File: src/rtl/token_uart_pkg.sv
// Shared types and constants for the token-to-ASCII UART line transmitter.
package token_uart_pkg;

    typedef enum logic [1:0] {
        IDLE,
        SEND,
        DONE
    } line_state_t;

    localparam logic [7:0]  ASCII_T    = 8'h54;
    localparam logic [7:0]  ASCII_CR   = 8'h0D;
    localparam logic [7:0]  ASCII_LF   = 8'h0A;
    localparam int unsigned LINE_CHARS = 19;
    localparam int unsigned IDX_W      = 5;

    typedef logic [IDX_W-1:0] char_idx_t;

    // 0-9 -> '0'-'9', A-F -> 'A'-'F'
    function automatic logic [7:0] nib2hex(input logic [3:0] nib);
        if (nib < 4'd10)
            nib2hex = 8'h30 + {4'h0, nib};
        else
            nib2hex = 8'h37 + {4'h0, nib};
    endfunction

endpackage

File: src/rtl/uart_tx_8n1.sv
// 8N1 UART serialiser with a registered tx line; a new load is accepted in the
// final stop-bit cycle so back-to-back characters have no gap.
module uart_tx_8n1 #(
    parameter int unsigned CLKS_PER_BIT = 87
) (
    input  logic       clk,
    input  logic       rst_n,
    input  logic [7:0] data,
    input  logic       load,
    output logic       tx,
    output logic       ready,
    output logic       done
);

    localparam logic [15:0] LAST_CLK = 16'(CLKS_PER_BIT - 1);

    logic [15:0] bit_cnt;
    logic [3:0]  bit_idx;
    logic [8:0]  shreg;
    logic        active;

    assign ready = ~active;
    assign done  = active && (bit_idx == 4'd9) && (bit_cnt == LAST_CLK);

    always_ff @(posedge clk or negedge rst_n) begin
        if (!rst_n) begin
            tx      <= 1'b1;
            bit_cnt <= '0;
            bit_idx <= '0;
            shreg   <= '0;
            active  <= 1'b0;
        end else if (load && (ready || done)) begin
            // Start bit goes out immediately; stop bit rides in shreg[8].
            tx      <= 1'b0;
            shreg   <= {1'b1, data};
            bit_cnt <= '0;
            bit_idx <= '0;
            active  <= 1'b1;
        end else if (active) begin
            if (bit_cnt == LAST_CLK) begin
                bit_cnt <= '0;
                if (bit_idx == 4'd9) begin
                    bit_idx <= '0;
                    active  <= 1'b0;
                    tx      <= 1'b1;
                end else begin
                    bit_idx <= bit_idx + 4'd1;
                    tx      <= shreg[0];
                    shreg   <= {1'b1, shreg[8:1]};
                end
            end else begin
                bit_cnt <= bit_cnt + 16'd1;
            end
        end
    end

endmodule

File: src/rtl/token_hex_uart_tx.sv
// Sends each 64-bit token as "T<16 hex digits>\r\n" over 8N1 UART, with a
// one-entry pending buffer and a sticky overrun flag.
module token_hex_uart_tx
    import token_uart_pkg::*;
#(
    parameter int unsigned CLKS_PER_BIT = 87
) (
    input  logic        clk,
    input  logic        rst_n,
    input  logic        token_valid,
    input  logic [63:0] token64,
    input  logic        flush,
    input  logic        clr_overrun,
    output logic        tx,
    output logic        busy,
    output logic        pending,
    output logic        overrun
);

    localparam char_idx_t IDX_LAST = char_idx_t'(LINE_CHARS - 1);
    localparam char_idx_t IDX_CR   = char_idx_t'(LINE_CHARS - 2);

    line_state_t state, state_next;
    char_idx_t   idx, idx_next, load_idx;
    logic [63:0] line_reg, pend_reg, nib_shift;
    logic        pend_valid, flush_q;
    logic        take_token, promote, overrun_set;
    logic        uart_load, uart_ready, uart_done;
    logic [7:0]  char_data;

    assign pending = pend_valid;

    always_comb begin
        nib_shift = line_reg >> {5'd16 - load_idx, 2'b00};
        case (load_idx)
            5'd0:     char_data = ASCII_T;
            IDX_CR:   char_data = ASCII_CR;
            IDX_LAST: char_data = ASCII_LF;
            default:  char_data = nib2hex(nib_shift[3:0]);
        endcase
    end

    always_comb begin
        state_next = state;
        idx_next   = idx;
        load_idx   = idx;
        uart_load  = 1'b0;
        take_token = 1'b0;
        promote    = 1'b0;
        case (state)
            IDLE: begin
                if (pend_valid && !flush) begin
                    promote    = 1'b1;
                    idx_next   = '0;
                    state_next = SEND;
                end else if (token_valid && !flush) begin
                    take_token = 1'b1;
                    idx_next   = '0;
                    state_next = SEND;
                end
            end
            SEND: begin
                if (uart_ready) begin
                    if (flush || flush_q)
                        state_next = IDLE;
                    else
                        uart_load = 1'b1;
                end else if (uart_done) begin
                    if (flush || flush_q) begin
                        state_next = IDLE;
                    end else if (idx == IDX_LAST) begin
                        state_next = DONE;
                    end else begin
                        uart_load = 1'b1;
                        load_idx  = idx + 5'd1;
                        idx_next  = idx + 5'd1;
                    end
                end
            end
            DONE: begin
                // 'T' is loaded straight from DONE so only this cycle idles between lines.
                if (pend_valid && !flush) begin
                    promote    = 1'b1;
                    uart_load  = 1'b1;
                    load_idx   = '0;
                    idx_next   = '0;
                    state_next = SEND;
                end else begin
                    state_next = IDLE;
                end
            end
            default: state_next = IDLE;
        endcase
        overrun_set = token_valid && !flush && (state != IDLE) && pend_valid && !promote;
    end

    always_ff @(posedge clk or negedge rst_n) begin
        if (!rst_n) begin
            state      <= IDLE;
            idx        <= '0;
            line_reg   <= '0;
            pend_reg   <= '0;
            pend_valid <= 1'b0;
            flush_q    <= 1'b0;
            overrun    <= 1'b0;
            busy       <= 1'b0;
        end else begin
            state <= state_next;
            idx   <= idx_next;
            busy  <= (state != IDLE) && (state_next != IDLE);

            if (take_token)
                line_reg <= token64;
            else if (promote)
                line_reg <= pend_reg;

            if (flush) begin
                pend_valid <= 1'b0;
            end else if (promote) begin
                pend_valid <= token_valid;
                if (token_valid)
                    pend_reg <= token64;
            end else if (token_valid && (state != IDLE) && !pend_valid) begin
                pend_reg   <= token64;
                pend_valid <= 1'b1;
            end

            if (overrun_set)
                overrun <= 1'b1;
            else if (clr_overrun)
                overrun <= 1'b0;

            if (state_next == IDLE)
                flush_q <= 1'b0;
            else if (flush && (state == SEND))
                flush_q <= 1'b1;
        end
    end

    uart_tx_8n1 #(
        .CLKS_PER_BIT(CLKS_PER_BIT)
    ) u_uart (
        .clk   (clk),
        .rst_n (rst_n),
        .data  (char_data),
        .load  (uart_load),
        .tx    (tx),
        .ready (uart_ready),
        .done  (uart_done)
    );

endmodule

File: config.mk
export PLATFORM = sky130hd
export DESIGN_NAME = token_hex_uart_tx
export DESIGN_NICKNAME = d
export VERILOG_FILES = /design/src/rtl/token_uart_pkg.sv /design/src/rtl/uart_tx_8n1.sv /design/src/rtl/token_hex_uart_tx.sv
export SDC_FILE = /design/constraint.sdc
export NUM_CORES = 1
export LEC_CHECK = 0
export BUFFER_PORTS_ARGS = -buffer_cell sky130_fd_sc_hd__buf_2
export CORE_ASPECT_RATIO = 1.1
export CORE_MARGIN = 2
export CORE_UTILIZATION = 29
export CTS_CLUSTER_SIZE = 24
export DETAILED_ROUTE_END_ITERATION = 12
export SLEW_MARGIN = 10
export SYNTH_ARGS = -nofsm -noshare
export SYNTH_HDL_FRONTEND = slang
export SYNTH_SLANG_ARGS = --single-unit
File: constraint.sdc
create_clock -name clk -period 4.5 [get_ports clk]
set_input_delay 0.225 -clock clk [delete_from_list [all_inputs] [get_ports clk]]
set_output_delay 0.225 -clock clk [all_outputs]
set_load 0.05 [all_outputs]
==> run summary <==
Outcome = finished, final reports clean
Worst-margin pin slew = 994 ps
First-pass GRT wire length = 34300 µm
Initial Util = 29.4%
Static Leak = 4.26 nW
TritonCTS Sinks = 170
Clock buffers created by TritonCTS = 17
Distinct cell type count after synthesis = 63
Routed wire length per instance = 15.6 µm
Drt first pass iters = 5
Critical Path RT = 4790 ps
ANT cells = 0
Layout Utilization = 35.1%
GRT Total Usage = 13.7%
Headroom to the max-slew limit = 33.4%
Vias in the first global route = 6553
Reg2reg setup slack = 330 ps
Fillcell total = 2897
Post-synth top area cell = dfrtp_1
EDFF count, synth = 0
F_max = 240 MHz
Hold WS = 9.18 ps
Flops & latches, synth = 170
CTS tree = built
Sequential fraction of the synthesis area = 49.1%
Share of cells above drive strength 1 = 24.0%
Largest fanout on the critical path = 8
Die H = 185 µm
Final GP Congestion = 0.885
Ys flop type = dfrtp_1
Die W = 169 µm
Die footprint = 31300 µm²
Area delta synth->final = 19.6%
RSZ-0062 raised after global routing = false
Hpwl dp = 14200 µm
Initial antenna violation count = 0
Mapped Area = 8660 µm²
Most frequent cell after synthesis = dfrtp_1
Pin count of the biggest net entering global routing = 99
Final hold violation count = 0
Row cnt = 66
Final period utilization = 92.7%
Remaining Overflow, GRT = 0
Setup TNS = 0 ps
Clk_lat worst skew = 440 ps
Synth warn = 0
Remaining DRCs = 0
Top post-synthesis cells by area = dfrtp_1 (49%), mux2i_1 (8.9%), mux2_2 (8.6%)
Clock-pin slew on the worst setup and hold paths = 80 ps
Worst vdd ir = 0.000246 V
Via count = 6492
Syn_nets = 920
WL final = 20600 µm
Post-Layout Cell Count = 1316
Fin crit period = 4170 ps
I/O Pins = 73
Hold Path Class = in2reg
FF-to-FF Start = idx[0]$_DFFE_PN0P_
Clock root buffer = clkbuf_16
Hold path cells = 3
Max H-tree Level = 4
Mapped Cells = 835
PortBufs = 72
Hold endpoint = line_reg[43]$_DFFE_PN0P_
Avg Inst Size Synth = 10.4 µm²
Yosys top cell area share = 48.8%
Final Power = 0.00582 W
Crit path arrival time = 4460 ps
Async SR Flop Fraction = 100%
Startpoint types = flop
Core area = 29500 µm²
Via/cell ratio = 4.93
R2R Path End = u_uart.shreg[0]$_DFFE_PN0P_
Max Slew Vio Count = 0
Max Cap Viol = 0
Antenna Nets Post-Route = 0
Placed instance count = 1266
# setup viols final = 0
Reg2Reg Depth = 17
P per Cell Area = 562 nW/µm²
Worst hold start = token64[43]
Crit end category = flop
Final Skew = 11.7 ps
Synth cell count leaders = dfrtp_1 (169), nand2_1 (140), o21ai_0 (110)
Critical path type = reg2reg
Nets@finish = 1014
Maximum clock path buffer count = 2
1st-iter DRT viols = 483
==> cell type report <==
cell class	count	area, µm²	area share (%)
Sequential cell	170	4260	41.1
Multi-Input combinational cell	606	4210	40.6
Clock inverter	15	168	1.62
Tap cell	374	468	4.52
Clock buffer	17	425	4.11
Timing Repair Buffer	117	767	7.40
Inverter	17	70.1	0.676
==> per-layer routing <==
| metal | share of wire [%] | global-route usage, % |
|---|---|---|
| met1 | 45 | 17.5 |
| met2 | 49 | 23.2 |
| met3 | 3.3 | 2.37 |
| met4 | 2.6 | 5.03 |
| met5 | 0 | 0 |
==> what timing repair did <==
item / 4_1_cts / 5_1_grt
endpoints found under the hold margin: 109 / 0
setup buffers: 0 / 3
setup endpoints to repair: 0 / 7
hold buffers: 15 / 0
resized for setup: 0 / 4
==> stage by stage <==
stage | worst slack, ps | cell area (µm²)
final | 327 | 10400
after global routing | 15.1 | 10400
after global placement | 373 | 9570
after detailed placement | 196 | 9570
after CTS | 196 | 10300
after floorplan | 158 | 8660
==> layout by cell type, fill, tap and decap left out, drive strengths merged, types with 2 or more instances in the layout <==
cell type / n
dfrtp: 169
o211ai: 3
clkbuf: 17
o22ai: 4
o211a: 2
or3: 7
nor4bb: 2
xor2: 6
mux2i: 77
a21oi: 24
dlygate4sd3: 15
xnor2: 2
ha: 16
nor4: 6
o21ai: 111
and3: 9
nand4: 5
and3b: 2
a21o: 7
nor3: 5
a311oi: 2
o311ai: 2
nor2b: 6
and2: 4
mux2: 66
a211oi: 2
nor2: 35
buf: 102
a21boi: 2
a31oi: 7
nand2: 140
clkinv: 3
o31ai: 4
clkinvlp: 2
nand3: 17
nand2b: 8
inv: 26
mux4: 8
==> report_power, final <==
| group | switching, W | internal [W] |
|---|---|---|
| logic | 0.000870 | 0.000831 |
| clock network | 0.000702 | 0.000795 |
| registers | 0.000433 | 0.00219 |
| total | 0.00201 | 0.00382 |
==> how the worst max path moves through the flow <==
stage	startpoint	end	slack, ps
final	idx[0]$_DFFE_PN0P_	u_uart.shreg[0]$_DFFE_PN0P_	330
after global routing	u_uart.bit_cnt[0]$_DFFE_PN0P_	u_uart.shreg[6]$_DFFE_PN0P_	20
after CTS	idx[0]$_DFFE_PN0P_	u_uart.shreg[0]$_DFFE_PN0P_	200
after detailed placement	idx[0]$_DFFE_PN0P_	u_uart.shreg[0]$_DFFE_PN0P_	200
after global placement	idx[0]$_DFFE_PN0P_	u_uart.shreg[2]$_DFFE_PN0P_	370
after floorplan	idx[0]$_DFFE_PN0P_	u_uart.shreg[6]$_DFFE_PN0P_	160
==> logic make-up after synthesis <==
group,share of synthesized area [%]
buffers and inverters,2.76
AOI/OAI and AO/OA,11.8
DFF,49.1
muxes,19.6
and+or+nand+nor,13.6
xor gates and xnor gates,0.896
adders and majority gates,2.31
==> critical path, cell delays in order (launching register included) <==
cell	delay [ps]
dfrtp_2	430
inv_1	80
ha_1	200
and4bb_2	280
or3_4	370
or3_1	360
nand3_1	150
inv_1	80
ha_1	390
clkinvlp_4	130
buf_4	160
mux4_2	220
mux2i_1	120
mux2i_1	330
nand2_1	200
a21oi_2	230
mux2i_1	210
o21ai_0	100
Note: power is estimated with default switching activity, not from simulation.
